`config.mk`:
```
export PLATFORM = sky130hd
export DESIGN_NAME = hazard_ctrl
export DESIGN_NICKNAME = d
export VERILOG_FILES = /design/src/rtl/hazard_ctrl_pkg.sv /design/src/rtl/hazard_cond_eval.sv /design/src/rtl/hazard_ctrl.sv
export SDC_FILE = /design/constraint.sdc
export NUM_CORES = 1
export LEC_CHECK = 0
export ABC_AREA = 1
export CAP_MARGIN = 10
export CORE_ASPECT_RATIO = 1.75
export CORE_MARGIN = 5
export CORE_UTILIZATION = 45
export CTS_BUF_LIST = sky130_fd_sc_hd__clkbuf_4 sky130_fd_sc_hd__clkbuf_8 sky130_fd_sc_hd__clkbuf_16
export DETAILED_ROUTE_END_ITERATION = 8
export GPL_TIMING_DRIVEN = 0
export PLACE_DENSITY = 0.85
export SLEW_MARGIN = 20
export SYNTH_ARGS = -nofsm -noshare
export SYNTH_HDL_FRONTEND = slang
export SYNTH_SLANG_ARGS = --single-unit
```
`constraint.sdc`:
```
create_clock -name clk -period 3.4 [get_ports clk]
set_input_delay 0.51 -clock clk [delete_from_list [all_inputs] [get_ports clk]]
set_output_delay 0.51 -clock clk [all_outputs]
set_load 0.01 [all_outputs]
```
`src/rtl/hazard_ctrl_pkg.sv`:
```
// ---------------------------------------------------------------------------
// hazard_ctrl_pkg
// Shared definitions for the pipeline hazard / forwarding controller:
//   - 4-bit opcode constants (OP_ADD .. OP_EXEC)
//   - 3-bit branch condition encodings (COND_EQ .. COND_TRUE)
//   - bit positions of N, V, Z inside the {N,V,Z} flag vector
//   - EXEC sequencing FSM state enum
//   - scoreboard entry struct
//   - opcode classification helpers (register write / operand usage)
// No ports (package).
// ---------------------------------------------------------------------------
package hazard_ctrl_pkg;

   localparam logic [3:0] OP_ADD  = 4'h0;
   localparam logic [3:0] OP_SUB  = 4'h1;
   localparam logic [3:0] OP_AND  = 4'h2;
   localparam logic [3:0] OP_OR   = 4'h3;
   localparam logic [3:0] OP_XOR  = 4'h4;
   localparam logic [3:0] OP_NOT  = 4'h5;
   localparam logic [3:0] OP_SHL  = 4'h6;
   localparam logic [3:0] OP_SHR  = 4'h7;
   localparam logic [3:0] OP_LW   = 4'h8;
   localparam logic [3:0] OP_SW   = 4'h9;
   localparam logic [3:0] OP_LI   = 4'hA;
   localparam logic [3:0] OP_LUI  = 4'hB;
   localparam logic [3:0] OP_BR   = 4'hC;
   localparam logic [3:0] OP_JAL  = 4'hD;
   localparam logic [3:0] OP_JR   = 4'hE;
   localparam logic [3:0] OP_EXEC = 4'hF;

   localparam logic [2:0] COND_EQ   = 3'b000;
   localparam logic [2:0] COND_NE   = 3'b001;
   localparam logic [2:0] COND_GT   = 3'b010;
   localparam logic [2:0] COND_LT   = 3'b011;
   localparam logic [2:0] COND_GE   = 3'b100;
   localparam logic [2:0] COND_LE   = 3'b101;
   localparam logic [2:0] COND_OV   = 3'b110;
   localparam logic [2:0] COND_TRUE = 3'b111;

   localparam int FLAG_N = 2;
   localparam int FLAG_V = 1;
   localparam int FLAG_Z = 0;

   // Register addresses are zero-extended to this width inside the
   // scoreboard so one struct serves every RSIZE up to 8.
   localparam int SB_RD_MAX = 8;

   typedef enum logic [1:0] {
      IDLE      = 2'd0,
      EXEC_WAIT = 2'd1,
      EXEC_RUN  = 2'd2
   } execState_t;

   typedef struct packed {
      logic                 valid;
      logic [SB_RD_MAX-1:0] rd;
      logic                 isLoad;
   } sbEntry_t;

   // Opcodes whose result lands in the register file (JAL writes the link).
   function automatic logic opWritesReg(input logic [3:0] op);
      logic result;
      case (op)
         OP_ADD, OP_SUB, OP_AND, OP_OR, OP_XOR, OP_NOT, OP_SHL, OP_SHR,
         OP_LW, OP_LI, OP_LUI, OP_JAL: result = 1'b1;
         default:                      result = 1'b0;
      endcase
      return result;
   endfunction

   // Opcodes that read the rs operand (ALU group, loads and stores).
   function automatic logic opUsesRs(input logic [3:0] op);
      logic result;
      case (op)
         OP_ADD, OP_SUB, OP_AND, OP_OR, OP_XOR, OP_NOT, OP_SHL, OP_SHR,
         OP_LW, OP_SW: result = 1'b1;
         default:      result = 1'b0;
      endcase
      return result;
   endfunction

   // Opcodes that read the rt operand (two-register ALU ops only).
   function automatic logic opUsesRt(input logic [3:0] op);
      return (op == OP_ADD) || (op == OP_SUB) || (op == OP_AND) || (op == OP_OR);
   endfunction

   // Opcodes that read rd as an operand; this operand uses the rt mux.
   function automatic logic opReadsRd(input logic [3:0] op);
      return (op == OP_SW) || (op == OP_JR) || (op == OP_EXEC);
   endfunction

endpackage

```
`src/rtl/hazard_cond_eval.sv`:
```
// ---------------------------------------------------------------------------
// hazard_cond_eval
// Purely combinational branch condition evaluator.
// Ports:
//   i_cond  [2:0]  branch condition field
//   i_flags [2:0]  registered {N,V,Z} flags
//   o_taken        condition holds
// ---------------------------------------------------------------------------
module hazard_cond_eval
   import hazard_ctrl_pkg::*;
(
   input  logic [2:0] i_cond,
   input  logic [2:0] i_flags,
   output logic       o_taken
);

   logic w_n;
   logic w_v;
   logic w_z;

   assign w_n = i_flags[FLAG_N];
   assign w_v = i_flags[FLAG_V];
   assign w_z = i_flags[FLAG_Z];

   // Decode the condition field against the flag bits.
   always_comb begin
      o_taken = 1'b0;
      case (i_cond)
         COND_EQ:   o_taken = w_z;
         COND_NE:   o_taken = ~w_z;
         COND_GT:   o_taken = ~w_z & ~w_n;
         COND_LT:   o_taken = w_n;
         COND_GE:   o_taken = w_z | ~w_n;
         COND_LE:   o_taken = w_z | w_n;
         COND_OV:   o_taken = w_v;
         COND_TRUE: o_taken = 1'b1;
         default:   o_taken = 1'b0;
      endcase
   end

endmodule

```
`src/rtl/hazard_ctrl.sv`:
```
// ---------------------------------------------------------------------------
// hazard_ctrl
// Pipeline hazard and forwarding controller beside the decode stage.
// Tracks the destinations of the last DEPTH issued instructions in a
// shift-register scoreboard, derives operand forwarding selects, a one-cycle
// load-use stall, branch redirect / fetch flush, and sequences EXEC.
//
// Parameters: RSIZE (reg address width, <= 8), DEPTH (1..4), SELW (2**SELW > DEPTH)
// Ports:
//   clk, rst              clock, synchronous active-high reset
//   id_valid              decode slot holds a real instruction
//   id_opcode/id_cond     decoded opcode and branch condition
//   id_rd/id_rs/id_rt     register fields
//   alu_flag, alu_flag_we {N,V,Z} from execute and its write enable
//   fwd_sel_rs/rt         0 = register file, k = scoreboard stage k-1
//   stall, flush          pipeline hold / kill fetch (flush is registered)
//   branch_taken          redirect PC
//   exec_active           EXEC target occupies decode
// Optional build macro HAZARD_STATS_EN adds stall_cnt / flush_cnt outputs
// (16-bit saturating event counters).
// ---------------------------------------------------------------------------
module hazard_ctrl
   import hazard_ctrl_pkg::*;
#(
   parameter int RSIZE = 4,
   parameter int DEPTH = 2,
   parameter int SELW  = 3
)(
   input  logic             clk,
   input  logic             rst,
   input  logic             id_valid,
   input  logic [3:0]       id_opcode,
   input  logic [2:0]       id_cond,
   input  logic [RSIZE-1:0] id_rd,
   input  logic [RSIZE-1:0] id_rs,
   input  logic [RSIZE-1:0] id_rt,
   input  logic [2:0]       alu_flag,
   input  logic             alu_flag_we,
   output logic [SELW-1:0]  fwd_sel_rs,
   output logic [SELW-1:0]  fwd_sel_rt,
   output logic             stall,
   output logic             flush,
   output logic             branch_taken,
   output logic             exec_active
`ifdef HAZARD_STATS_EN
   ,
   output logic [15:0]      stall_cnt,
   output logic [15:0]      flush_cnt
`endif
);

   sbEntry_t             r_sb [DEPTH];
   sbEntry_t             w_sbIn;
   logic [2:0]           r_flags;
   logic                 r_flush;
   execState_t           r_state;
   execState_t           w_stateNext;

   logic                 w_writes;
   logic                 w_usesRs;
   logic                 w_rtUsed;
   logic                 w_condTrue;
   logic                 w_loadHead;
   logic [SB_RD_MAX-1:0] w_rsExt;
   logic [SB_RD_MAX-1:0] w_rdExt;
   logic [SB_RD_MAX-1:0] w_rtSrcExt;

   // Classify the decode instruction. The rt mux carries either rt or the
   // rd-as-source operand; no opcode needs both.
   assign w_writes   = opWritesReg(id_opcode);
   assign w_usesRs   = opUsesRs(id_opcode);
   assign w_rtUsed   = opUsesRt(id_opcode) | opReadsRd(id_opcode);
   assign w_rsExt    = SB_RD_MAX'(id_rs);
   assign w_rdExt    = SB_RD_MAX'(id_rd);
   assign w_rtSrcExt = opUsesRt(id_opcode) ? SB_RD_MAX'(id_rt) : w_rdExt;

   // Forwarding selects: scanning oldest to youngest lets the youngest
   // matching stage overwrite older ones. Unused operands and r0 stay on
   // the register file so the selects are quiet when nothing is needed.
   always_comb begin
      fwd_sel_rs = '0;
      fwd_sel_rt = '0;
      for (int k = DEPTH - 1; k >= 0; k--) begin
         if (r_sb[k].valid && (r_sb[k].rd == w_rsExt)) begin
            fwd_sel_rs = SELW'(k + 1);
         end
         if (r_sb[k].valid && (r_sb[k].rd == w_rtSrcExt)) begin
            fwd_sel_rt = SELW'(k + 1);
         end
      end
      if (!id_valid || !w_usesRs || (w_rsExt == '0)) begin
         fwd_sel_rs = '0;
      end
      if (!id_valid || !w_rtUsed || (w_rtSrcExt == '0)) begin
         fwd_sel_rt = '0;
      end
   end

   // Load-use: a load one stage ahead cannot forward yet. The stall drops a
   // bubble into stage 0, so the load moves to stage 1 and the stall ends.
   assign w_loadHead = r_sb[0].valid & r_sb[0].isLoad & (r_sb[0].rd != '0);
   assign stall = id_valid & w_loadHead &
                  ((w_usesRs & (r_sb[0].rd == w_rsExt)) |
                   (w_rtUsed & (r_sb[0].rd == w_rtSrcExt)));

   hazard_cond_eval u_condEval (
      .i_cond  (id_cond),
      .i_flags (r_flags),
      .o_taken (w_condTrue)
   );

   // A stalled branch is held back and re-evaluated once the stall clears.
   assign branch_taken = id_valid & ~stall &
                         (((id_opcode == OP_BR) & w_condTrue) |
                          (id_opcode == OP_JAL) | (id_opcode == OP_JR));
   assign flush = r_flush;

   // Entry entering stage 0: a bubble whenever decode is stalled or does
   // not write a register.
   always_comb begin
      w_sbIn        = '0;
      w_sbIn.valid  = id_valid & w_writes & ~stall;
      if (w_sbIn.valid) begin
         w_sbIn.rd     = w_rdExt;
         w_sbIn.isLoad = (id_opcode == OP_LW);
      end
   end

   // Scoreboard shift register: advances every cycle, stall or not, so
   // in-flight results keep draining towards writeback.
   always_ff @(posedge clk) begin
      if (rst) begin
         for (int k = 0; k < DEPTH; k++) begin
            r_sb[k] <= '0;
         end
      end else begin
         r_sb[0] <= w_sbIn;
         for (int k = 1; k < DEPTH; k++) begin
            r_sb[k] <= r_sb[k-1];
         end
      end
   end

   // Flag register, flush pulse and FSM state.
   always_ff @(posedge clk) begin
      if (rst) begin
         r_flags <= 3'b000;
         r_flush <= 1'b0;
         r_state <= IDLE;
      end else begin
         if (alu_flag_we) begin
            r_flags <= alu_flag;
         end
         r_flush <= branch_taken;
         r_state <= w_stateNext;
      end
   end

   // EXEC sequencing: EXEC_WAIT covers the target fetch, EXEC_RUN is the
   // cycle the target sits in decode. A stall freezes the sequence; a flush
   // while waiting abandons it. An EXEC seen in EXEC_RUN is ignored.
   always_comb begin
      w_stateNext = r_state;
      exec_active = 1'b0;
      case (r_state)
         IDLE: begin
            if (id_valid && !stall && (id_opcode == OP_EXEC)) begin
               w_stateNext = EXEC_WAIT;
            end
         end
         EXEC_WAIT: begin
            if (r_flush) begin
               w_stateNext = IDLE;
            end else if (!stall) begin
               w_stateNext = EXEC_RUN;
            end
         end
         EXEC_RUN: begin
            exec_active = 1'b1;
            if (!stall) begin
               w_stateNext = IDLE;
            end
         end
         default: begin
            w_stateNext = IDLE;
         end
      endcase
   end

`ifdef HAZARD_STATS_EN
   logic [15:0] r_stallCnt;
   logic [15:0] r_flushCnt;

   // Saturating event counters for stall cycles and flush pulses.
   always_ff @(posedge clk) begin
      if (rst) begin
         r_stallCnt <= 16'd0;
         r_flushCnt <= 16'd0;
      end else begin
         if (stall && (r_stallCnt != 16'hFFFF)) begin
            r_stallCnt <= r_stallCnt + 16'd1;
         end
         if (r_flush && (r_flushCnt != 16'hFFFF)) begin
            r_flushCnt <= r_flushCnt + 16'd1;
         end
      end
   end

   assign stall_cnt = r_stallCnt;
   assign flush_cnt = r_flushCnt;
`endif

endmodule

```
==> metrics <==
status=complete, no violations; Min Hold Slack=roughly 0.47 ns; clock power share=0.333; DRC=0; Max Used Layer=met4; clk buf depth=2; worst-path maximum fanout=6; Area growth syn-to-layout=35.4%; met3 wire len=approximately 140 um; Initial Util=0.465; nets=240; fmax=314 MHz; RSZ-0062 raised after global routing=no; drt total wl=approximately 2600 um; full die area=~3700 um2; P per Cell Area=311 nW/um2; Hold Path Stages=2; Syn Inst Count=around 180; Via-to-Cell Ratio=4.91; WL met2=approximately 1500 um; Iteration-0 DRC Markers=19; Int Pwr=between 0.3 and 0.4 mW; Core ar.=2490 um2; fin util=0.630; Top Ports=36; first-pass GRT wire length=around 4600 um; H-tree lvl count=1; Clock Skew=~0.0067 ns; GPL Wtd Cong=~0.84; Metal-1 WL=roughly 960 um; hold path endpoint=r_sb[0][19]$_SDFF_PP0_; final hold vios=0; PortBufs=32; R2R depth=9; Slew Viols, Final=0; CTS sink cnt=17; Final Power=~0.49 mW; CTS Buf Count=3; Ant. Diodes=0; CTS tree=done; max incr delay on CP=0.61 ns; clk slew on worst S/H paths=0.07 ns; reg-to-reg slack, setup=around 1.9 ns; Hold WC Path Type=reg -> reg; Required @ worst endpoint=approximately 2.9 ns; clock root cell=clkbuf_8; dpl hpwl=~2200 um; initial antenna violation count=0; CP cell instances=clkdlybuf4s50_1 > inv_1 > nand2_4 > nand2_2 > nand2_2 > xnor2_1 > nand3_1 > nor3_1 > nand3_1 > nor3_1 > clkdlybuf4s50_1; Post-CTS Resized=0; Netlist cell types=28; crit path launch type=primary input; Worst Path Arrival=2.67 ns; FF-to-FF End=r_state[0]$_SDFFE_PP0P_; share of cells above drive strength 1=0.136; DR WL/cell=10.9 um; reg2reg start=r_sb[0][1]$_SDFF_PP0_; Crit. End Element=output pin; syn avg cell area=~6.6 um2; Die H=approximately 77 um; FP Rows=24; worst vdd ir=~0.00025 V; final setup vio count=0; routed via count=roughly 1200; Seq pwr share=0.435; vias in the first global route=approximately 1200; Final Cycle Share=0.937; setup TNS after final layout=0 ns; Lkg Pwr=roughly 0.71 nW; Die Span X=a little under 50 um; HP Start=r_sb[0][9]$_SDFF_PP0_; register area share after synthesis=0.294; Total GRT Usage=0.148; largest net degree at the start of global routing=10; fin crit period=between 3 and 4 ns; cts hold-fix bufs=0; Skew-Pair Late Insertion Delay=about 0.26 ns; Sw Ratio=0.276; #FFs+latches synth=17; Ys Warns=0; Setup CP Type=in -> out; Pre-antenna DRT Iters=4; Sw Pwr=between 0.1 and 0.15 mW; max-cap violations=0; Slowest cell on crit path=clkdlybuf4s50_1; remaining global-route overflow=0; Post-DRT Antenna Nets=0; post-CTS setup buffer count=0; Comb pwr share=0.231; Cell Area, Synth=approximately 1200 um2
## how the worst max path moves through the flow
stage | from | end | slack, ns | depth (start not counted)
2_1_floorplan | id_opcode[2] | fwd_sel_rt[1] | 1.37 | 8
3_3_place_gp | id_opcode[2] | fwd_sel_rt[1] | 0.18 | 10
3_5_place_dp | id_opcode[2] | fwd_sel_rt[1] | 0.16 | 10
4_1_cts | id_opcode[2] | fwd_sel_rt[1] | 0.16 | 10
5_1_grt | id_opcode[2] | fwd_sel_rt[1] | 0.03 | 11
6_report | id_opcode[2] | fwd_sel_rt[1] | 0.22 | 11
## metal layers
metal	vias up	global-route usage
met1	511	0.153
met5	-	0
met4	0	0.0803
met3	4	0.0271
met2	29	0.270
li1	630	-
## cells by family (layout without fill, tap and decap cells)
kind of cell | Yosys count | after routing | share of synthesized area
AO/OA/AOI/OAI | 14 | 14 | 0.0734
XOR/XNOR | 11 | 11 | 0.0832
buffers and inverters | 28 | 64 | 0.0972
flip-flops | 17 | 17 | 0.294
other | 1 | 2 | 0.00324
AND/OR/NAND/NOR | 105 | 105 | 0.449
## cell type report
cell class,instances,area [um2]
clock buffer,4,48.8
fill,232,923
buffer,3,18.8
timing repair buffer,32,320
tap,26,32.5
multi-input combinational,132,714
sequential,17,340
inverter,25,93.8
## placed cells by master, fill, tap and decap left out, types with 2 or more instances in the layout
| cell type | instances |
|---|---|
| clkdlybuf4s50_1 | 32 |
| nand2_1 | 30 |
| nor2_1 | 25 |
| inv_1 | 23 |
| nand3_1 | 19 |
| dfxtp_1 | 17 |
| nand2_2 | 8 |
| nor3_1 | 7 |
| o21ai_0 | 6 |
| xnor2_1 | 6 |
| xor2_1 | 5 |
| a21oi_1 | 4 |
| nor2_2 | 3 |
| clkbuf_8 | 3 |
| nor4_1 | 2 |
| nand4_1 | 2 |
| nand2_4 | 2 |
| nor2_4 | 2 |
| or2_2 | 2 |
| inv_2 | 2 |
| buf_4 | 2 |
| conb_1 | 2 |
## synthesized netlist by cell type (all sizes together)
cell | instances | area share
dfxtp | 17 | 0.29
or2 | 2 | 0.011
clkbuf | 1 | 0.0032
nand2 | 40 | 0.16
nor2 | 30 | 0.11
xor2 | 5 | 0.038
nor4 | 2 | 0.011
a21oi | 5 | 0.025
a41oi | 1 | 0.0076
conb | 1 | 0.0032
inv | 25 | 0.081
buf | 2 | 0.013
and2 | 1 | 0.0054
nand3 | 20 | 0.091
nand4 | 3 | 0.029
o21ai | 7 | 0.033
xnor2 | 6 | 0.045
nor3 | 7 | 0.030
o311ai | 1 | 0.0076
## power groups by stage
stage | registers, mW | logic, mW | clock network [mW]
floorplan | 0.216 | 0.0645 | 0
global placement | 0.217 | 0.110 | 0
detailed placement | 0.217 | 0.112 | 0
CTS | 0.212 | 0.113 | 0.165
global route | 0.213 | 0.127 | 0.172
finish | 0.212 | 0.113 | 0.162
## critical path: cells and delay by family
| kind | cells | cell delay [ns] |
|---|---|---|
| xor+xnor | 1 | 0.12 |
| buf+inv | 3 | 1.30 |
| simple gates | 7 | 0.75 |
## per-stage QoR
stage,area (um2),setup WS [ns],instances
detailed placement,1520,0.157,235
global route,1570,0.0321,239
floorplan,1160,1.37,177
global placement,1520,0.184,235
CTS,1560,0.157,239
finish,1570,0.215,239
## state kept, by name (all words and copies together), names as in the netlist
name / count
r_sb: 11
r_state: 2
r_flags: 3
flush: 1
(Power assumes the default switching activity.)
